File: src/rtl/clock_timekeeper.sv
// HH:MM:SS time-of-day sequencer: prescaled 1 Hz tick, cascaded 60/60/24 counters,
// and a RUN -> SET_HR -> SET_MIN -> RUN editing FSM driven by debounced button pulses.
module clock_timekeeper #(
  parameter int N        = 8,
  parameter int TICK_DIV = 50_000_000,
  parameter int SEC_MAX  = 60,
  parameter int MIN_MAX  = 60,
  parameter int HR_MAX   = 24
) (
  input  logic         clk,
  input  logic         rst_n,
  input  logic         run_en,
  input  logic         mode_btn,
  input  logic         inc_btn,
  output logic [N-1:0] sec,
  output logic [N-1:0] min,
  output logic [N-1:0] hr,
  output logic         tick,
  output logic         day_wrap,
  output logic [1:0]   mode
);

  // tick and day_wrap are single-cycle strobes with no handshake: a consumer
  // must sample them on every clock; they are never held or stretched.

  localparam int PC_W = (TICK_DIV > 1) ? $clog2(TICK_DIV) : 1;

  localparam logic [PC_W-1:0] PC_LAST  = PC_W'(TICK_DIV - 1);
  localparam logic [N-1:0]    SEC_LAST = N'(SEC_MAX - 1);
  localparam logic [N-1:0]    MIN_LAST = N'(MIN_MAX - 1);
  localparam logic [N-1:0]    HR_LAST  = N'(HR_MAX - 1);

  typedef enum logic [1:0] {
    ST_RUN     = 2'd0,
    ST_SET_HR  = 2'd1,
    ST_SET_MIN = 2'd2,
    ST_UNUSED  = 2'd3
  } state_e;

  state_e          state_q, state_d;
  logic [PC_W-1:0] pc_q, pc_d;
  logic [N-1:0]    sec_q, sec_d;
  logic [N-1:0]    min_q, min_d;
  logic [N-1:0]    hr_q, hr_d;
  logic            tick_q, tick_d;
  logic            day_wrap_q, day_wrap_d;

  logic in_run, in_set_hr, in_set_min;
  logic enter_set, leave_set;
  logic count_en, tick_ev;
  logic sec_carry, min_carry, hr_carry;
  logic hr_inc, min_inc;

  assign in_run     = (state_q == ST_RUN);
  assign in_set_hr  = (state_q == ST_SET_HR);
  assign in_set_min = (state_q == ST_SET_MIN);

  // A mode press on the RUN edge wins over a coincident seconds tick.
  assign enter_set = in_run && mode_btn;
  assign leave_set = in_set_min && mode_btn;

  assign count_en  = in_run && run_en && !mode_btn;
  assign tick_ev   = count_en && (pc_q == PC_LAST);
  assign sec_carry = tick_ev && (sec_q == SEC_LAST);
  assign min_carry = sec_carry && (min_q == MIN_LAST);
  assign hr_carry  = min_carry && (hr_q == HR_LAST);

  assign hr_inc  = in_set_hr && inc_btn && !mode_btn;
  assign min_inc = in_set_min && inc_btn && !mode_btn;

  always_comb begin
    state_d = state_q;
    unique case (state_q)
      ST_RUN:     if (mode_btn) state_d = ST_SET_HR;
      ST_SET_HR:  if (mode_btn) state_d = ST_SET_MIN;
      ST_SET_MIN: if (mode_btn) state_d = ST_RUN;
      default:    state_d = ST_RUN;
    endcase
  end

  always_comb begin
    pc_d = pc_q;
    if (enter_set || leave_set) begin
      pc_d = '0;
    end else if (count_en) begin
      pc_d = tick_ev ? '0 : pc_q + PC_W'(1);
    end
  end

  always_comb begin
    sec_d = sec_q;
    if (enter_set) begin
      sec_d = '0;
    end else if (tick_ev) begin
      sec_d = sec_carry ? '0 : sec_q + N'(1);
    end
  end

  // Minute edits wrap locally and never carry into hours.
  always_comb begin
    min_d = min_q;
    if (min_inc) begin
      min_d = (min_q == MIN_LAST) ? '0 : min_q + N'(1);
    end else if (sec_carry) begin
      min_d = min_carry ? '0 : min_q + N'(1);
    end
  end

  always_comb begin
    hr_d = hr_q;
    if (hr_inc) begin
      hr_d = (hr_q == HR_LAST) ? '0 : hr_q + N'(1);
    end else if (min_carry) begin
      hr_d = hr_carry ? '0 : hr_q + N'(1);
    end
  end

  always_comb begin
    tick_d     = tick_ev;
    day_wrap_d = hr_carry;
  end

  always_ff @(posedge clk or negedge rst_n) begin
    if (!rst_n) begin
      state_q    <= ST_RUN;
      pc_q       <= '0;
      sec_q      <= '0;
      min_q      <= '0;
      hr_q       <= '0;
      tick_q     <= 1'b0;
      day_wrap_q <= 1'b0;
    end else begin
      state_q    <= state_d;
      pc_q       <= pc_d;
      sec_q      <= sec_d;
      min_q      <= min_d;
      hr_q       <= hr_d;
      tick_q     <= tick_d;
      day_wrap_q <= day_wrap_d;
    end
  end

  assign sec      = sec_q;
  assign min      = min_q;
  assign hr       = hr_q;
  assign tick     = tick_q;
  assign day_wrap = day_wrap_q;
  assign mode     = state_q;

endmodule

File: config.mk
export PLATFORM = sky130hd
export DESIGN_NAME = clock_timekeeper
export DESIGN_NICKNAME = d
export VERILOG_FILES = /design/src/rtl/clock_timekeeper.sv
export SDC_FILE = /design/constraint.sdc
export NUM_CORES = 1
export LEC_CHECK = 0
export BUFFER_PORTS_ARGS = -buffer_cell sky130_fd_sc_hd__buf_2
export CAP_MARGIN = 10
export CORE_MARGIN = 2
export CORE_UTILIZATION = 45
export CTS_BUF_LIST = sky130_fd_sc_hd__clkbuf_4 sky130_fd_sc_hd__clkbuf_8 sky130_fd_sc_hd__clkbuf_16
export CTS_CLUSTER_DIAMETER = 150
export DETAILED_ROUTE_END_ITERATION = 10
export GPL_ROUTABILITY_DRIVEN = 0
export PLACE_DENSITY = 0.67
export SLEW_MARGIN = 20
export SYNTH_ARGS = -nofsm -noshare
export SYNTH_HDL_FRONTEND = slang
export SYNTH_SLANG_ARGS = --single-unit
File: constraint.sdc
create_clock -name clk -period 3.6 [get_ports clk]
set_input_delay 0.36 -clock clk [delete_from_list [all_inputs] [get_ports clk]]
set_output_delay 0.36 -clock clk [all_outputs]
set_load 0.02 [all_outputs]
==> results.toml, run 1 <==
[outcome]
status = "finished clean"

[finish]
layout_common_cells = "54 x dfrtp_1, 33 x nor2_1, 32 x buf_2, 19 x nand2_1, 16 x xnor2_1"
final_nets = 341
mostFrequentLayoutCell = "dfrtp_1"
final_util = 0.522
syn_to_final_growth_pct = 12.7
drive_gt1_frac = 0.177
diodes = 0

[sta]
final_max_slew_viol_count = 0
slew_headroom = 0.324
fmax_mhz = 423
clock_skew_ns = 0.0122
rsz0062_at_grt = "false"
setup_viol = 0
finalCritPeriodShare = 0.656
worstMarginPinSlew_ns = 1.01
timing.final.crit_period_ns = 2.36
fin_tns_setup_ns = 0
hold_viol_final = 0

[power]
p_total_mw = 1.66
powerDensity_nw_per_um2 = 502
ir_drop_uv = 332
p_comb_frac = 0.245
pwr-share-seq = 0.466
power_leakage_nw = 1.54
p_switching_mw = 0.561
internal_power_mw = 1.10
p_sw_frac = 0.338
p_clk_frac = 0.290

[routing]
ant_nets = 0
wl_um = 6290
vias = 2394
vias_per_cell = 5.84
dr.pass1.iters = 4
first_iter_violations = 85
wl_per_cell_um = 15.3
drc = 0

[worst_setup_path]
rrSetupSlack_ns = 1.24
reg2reg_from = "min[0]"
crit_type = "reg -> reg"
cp-end-kind = "flop"
rr_worst_depth = 6
r2r_end = "hr[3]"
cp.required_ns = 3.80
worst-path-max-fanout = 8
cp-start-kind = "flop"
arrival_ns = 2.56

[min_path]
min_path_type = "in -> async"

[job]
drv_cap = 0

[clock_tree]
clk_path_buf_depth = 2
clkSinkCount = 54
cts_tree = "built"
numCtsBuffers = 5
clk_latency_ns = 0.31
cts-root-buf = "clkbuf_8"
cts_resized = 0
clk_pin_slew_worst_paths_ns = 0.11
ctsHoldBuffers = 0
htreeDepth = 2
post_cts_buffers = 0

[placed_design]
io_buffer_count = 32
dp_hpwl_um = 4500

[yosys]
syn_inst = 297
syn_nets = 306
async_flop_share = 1.00
synth-edff-count = 0
yosys_warnings = 0
ys_ff_latch = 54
syn_area_sq_um = 2940
avgSynthCellArea_sq_um = 9.90
synth_ff_type = "dfrtp_1"
synth_seq_area_share = 0.460
yosysUniqueCellTypes = 56

[floorplan]
placementRows = 29
core-area_sq_um = 6350
fp.dieW_um = 84.8
pin_count = 33
start_util = 0.463
design.die.area_sq_um = 7200
dieHeight_um = 84.8

[global_routing]
grt_pass1_wl_um = 10800
antenna_found_initial = 0
grt_pass1_vias = 2309
grt_max_degree = 34
track_usage = 0.183
grt_overflow = 0
## Yosys cell counts (2+ instances only)
cell	count	share of area
nand2_1	19	0.024
nor4_1	9	0.019
inv_1	9	0.011
nand2b_1	5	0.011
o21bai_1	2	0.0051
nor3b_1	2	0.0051
or4_1	2	0.0051
clkbuf_1	2	0.0026
a22o_1	3	0.0089
nand3b_1	3	0.0077
o211ai_1	3	0.0077
o21a_1	2	0.0051
o21ai_0	10	0.017
and3_1	7	0.015
buf_6	2	0.0077
a211oi_1	2	0.0051
and2_1	2	0.0043
o21ai_1	2	0.0034
nor2_1	33	0.042
nand3_1	15	0.026
a31oi_1	6	0.013
and4_1	6	0.018
or2_2	2	0.0043
nand4_1	11	0.023
a21oi_1	12	0.020
mux2_2	2	0.0077
or3_1	4	0.0085
and4bb_2	2	0.0085
xor2_1	9	0.027
dfrtp_1	54	0.46
xnor2_1	16	0.048
o2111ai_1	5	0.015
nor3_1	5	0.0085
nor2b_1	4	0.0085
ha_1	4	0.017
## logic make-up (layout without fill, tap and decap cells)
logic type      after synthesis  after routing  synth area share
mux                           5              5            0.0200
xor+xnor                     25             25            0.0745
flops                        54             54             0.460
compound gates               52             52             0.115
buf+inv                      16             52            0.0272
fa+ha+maj                     4              4            0.0170
simple gates                141            141             0.287
## how the worst max path moves through the flow
stage,from,endpoint,slack [ns],depth (start not counted)
2_1_floorplan,min[0],hr[3],1.37,6
3_3_place_gp,min[0],hr[3],1.29,6
3_5_place_dp,mode_btn,pc_q[3],1.26,6
4_1_cts,min[0],hr[3],1.24,6
5_1_grt,pc_q[0],pc_q[0],1.03,6
6_report,min[0],hr[3],1.24,6
## state kept, by name, summed over array words and instances, names as in the netlist
register  flops
sec           8
pc_q         26
hr            8
mode          2
min           8
tick          1
day_wrap      1
## power groups by stage
stage               registers, mW  logic, mW  clock network, mW
detailed placement          0.784      0.407                  0
global route                0.788      0.448              0.522
global placement            0.780      0.400                  0
floorplan                   0.821      0.231                  0
CTS                         0.772      0.408              0.496
finish                      0.774      0.406              0.482
## critical path, stage by stage (launching register included)
cell and delay [ns]:
dfrtp_1 0.44, ha_1 0.21, nand3b_1 0.10, or4_1 0.51, nor4_4 0.49, o21ai_1 0.17
mux2_4 0.32
## per-stage QoR
stage | instance area [sq um] | hold WS [ns] | setup WS, ns | cells
after floorplan | 2940 | 0.0644 | 1.37 | 297
after global placement | 3170 | 0.472 | 1.29 | 402
after detailed placement | 3170 | 0.476 | 1.26 | 402
after CTS | 3310 | 0.129 | 1.24 | 410
after global routing | 3310 | 0.153 | 1.03 | 410
final | 3310 | 0.0988 | 1.24 | 410
## per-layer routing
layer / part of all wire / global-route usage / vias up
met2: 0.47 / 0.301 / 33
li1: - / - / 1163
met1: 0.49 / 0.254 / 1194
met4: 0.011 / 0.0505 / 0
met3: 0.029 / 0.0272 / 4
met5: 0 / 0 / -
## final cells by class
type	count	area [sq um]
Clock inverter	3	68.8
Fill cell	603	3040
Tap cell	77	96.3
Multi-Input combinational cell	227	1520
Sequential cell	54	1350
Clock buffer	5	68.8
Inverter	10	37.5
Timing Repair Buffer	34	175
Note: power is estimated with default switching activity, not from simulation.
==> run 2, diff against run 1 <==
PLACE_DENSITY = 0.69   (was 0.67)
clock period = 2 ns   (was 3.6 ns; I/O delays follow)
==> results.toml, run 2 (synthesis gave the netlist of run 1 again) <==
[finish]
final_area_sq_um = 3820
seqCellArea_sq_um = 1360
regMostFlops = "pc_q"
final_nets = 396
mostFrequentLayoutCell = "buf_4"
diodes = 0
largest_reg_flops = 26
fillers = 526
drive_gt1_frac = 0.332
layout_common_cells = "52 x buf_4, 49 x dfrtp_1, 33 x nor2_1, 32 x buf_2, 17 x nand2_1"
multi_input_area_sq_um = 1600
syn_to_final_growth_pct = 29.9

[sta]
slew_headroom = 0.598
final_max_slew_viol_count = 0
rsz0062_at_grt = "true"
clock_skew_ns = 0.0137
timing.final.crit_period_ns = 1.95
setup_viol = 0
fmax_mhz = 512
hold_viol_final = 0
finalCritPeriodShare = 0.977
worstMarginPinSlew_ns = 0.603

[worst_setup_path]
rr_worst_depth = 7
worst-path-max-fanout = 8
cpPeakStageDelay_ns = 0.43
cp-end-kind = "flop"
rrSetupSlack_ns = 0.05
reg2reg_from = "mode[0]"
critical_path.startpoint = "mode[0]"
cp.required_ns = 2.20
path_cells = "nor4b_4, nand4_4, buf_4, nor4_4, buf_6, o21ai_2, mux2_4"
cp-start-kind = "flop"
crit_slowest_cell = "dfrtp_2"
crit_type = "reg -> reg"
r2r_end = "hr[3]"
arrival_ns = 2.16

[global_routing]
grt_overflow = 0
track_usage = 0.195
antenna_found_initial = 0
grt_pass1_vias = 2472
grt_pass1_wl_um = 11500
grt_max_degree = 27

[routing]
vias_per_cell = 5.66
ant_nets = 0
wl_um = 6850
vias = 2633
dr.pass1.iters = 4
drc = 0
first_iter_violations = 144
wl_per_cell_um = 14.7

[clock_tree]
htreeDepth = 2
clk_pin_slew_worst_paths_ns = 0.10
cts-root-buf = "clkbuf_8"
clkSinkCount = 54
cts_tree = "built"
clk_path_buf_depth = 2
clk_latency_ns = 0.31
numCtsBuffers = 5

[min_path]
hold_path.startpoint = "mode_btn"
min_path_type = "in -> reg"
hold_end = "mode[1]"
hold_depth = 3

[outcome]
status = "finished clean"

[floorplan]
design.die.area_sq_um = 7200
placementRows = 29
core-area_sq_um = 6350
dieHeight_um = 84.8
start_util = 0.463
fp.dieW_um = 84.8
pin_count = 33

[placed_design]
dp_hpwl_um = 4880
placed_area_sq_um = 3580
io_buffer_count = 32

[power]
ir_drop_uv = 565
power_leakage_nw = 1.82
powerDensity_nw_per_um2 = 820
p_total_mw = 3.13

[job]
drv_cap = 0
==> run 2: cell count changes in the layout (fill, tap and decap cells not counted), sizes merged <==
cell / change
clkinv: -1
dlygate4sd3: +1
bufinv: -1
buf: +54
clkinvlp: +1
clkbuf: +1
==> run 2: worst max path at each step <==
| stage | end | slack (ns) | depth (start not counted) |
|---|---|---|---|
| 6_report | hr[3] | 0.05 | 7 |
| 5_1_grt | hr[0] | -0.03 | 7 |
| 4_1_cts | hr[0] | 0.005 | 7 |
| 3_5_place_dp | hr[3] | -0.04 | 7 |
| 3_3_place_gp | hr[3] | 0.02 | 7 |
| 2_1_floorplan | hr[3] | -0.13 | 6 |
==> run 2: per-stage QoR <==
| step | hold slack (ns) | cells | setup slack (ns) | TNS (ns) | util |
|---|---|---|---|---|---|
| finish | 0.281 | 465 | 0.0452 | 0 | 0.602 |
| global route | 0.285 | 465 | -0.0250 | -0.0622 | 0.602 |
| CTS | 0.273 | 460 | 0.00473 | 0 | 0.585 |
| detailed placement | 0.252 | 450 | -0.0392 | -0.0529 | 0.564 |
| global placement | 0.252 | 450 | 0.0171 | 0 | 0.564 |
| floorplan | -0.0956 | 297 | -0.132 | -0.390 | - |
==> run 2: where the power goes <==
| part | internal [mW] | leakage [nW] | switching (mW) |
|---|---|---|---|
| logic | 0.456 | 1.04 | 0.580 |
| clock network | 0.388 | 0.0548 | 0.367 |
| registers | 1.21 | 0.727 | 0.127 |
| total | 2.06 | 1.82 | 1.07 |
==> run 2: what timing repair did <==
action | CTS | global route
endpoints found under the setup margin | 2 | 16
pin swaps | 3 | 7
hold buffers | 1 | 0
buffers inserted | 1 | 5
hold endpoints to repair | 24 | 0
resized for setup | 2 | 13
==> run 2: area by class of cell <==
| class | instances | area share |
|---|---|---|
| Sequential cell | 54 | 0.355 |
| Timing Repair Buffer | 89 | 0.161 |
| Clock buffer | 6 | 0.0200 |
| Multi-Input combinational cell | 227 | 0.419 |
| Clock inverter | 2 | 0.00983 |
| Tap cell | 77 | 0.0252 |
| Inverter | 10 | 0.00983 |
==> run 2: routing by layer <==
metal | vias to the layer above | part of all wire | track usage
li1 | 1274 | - | -
met1 | 1288 | 0.47 | 0.269
met2 | 61 | 0.47 | 0.304
met3 | 10 | 0.048 | 0.0467
met4 | 0 | 0.016 | 0.0678
met5 | - | 0 | 0
==> run 2: critical path, delay by kind of cell, from the launching register on <==
kind	cells	cell delay, ns
multiplexers	1	0.29
buffers and inverters	2	0.34
AO/OA/AOI/OAI	1	0.06
AND/OR/NAND/NOR	3	0.72
flip-flops	1	0.43
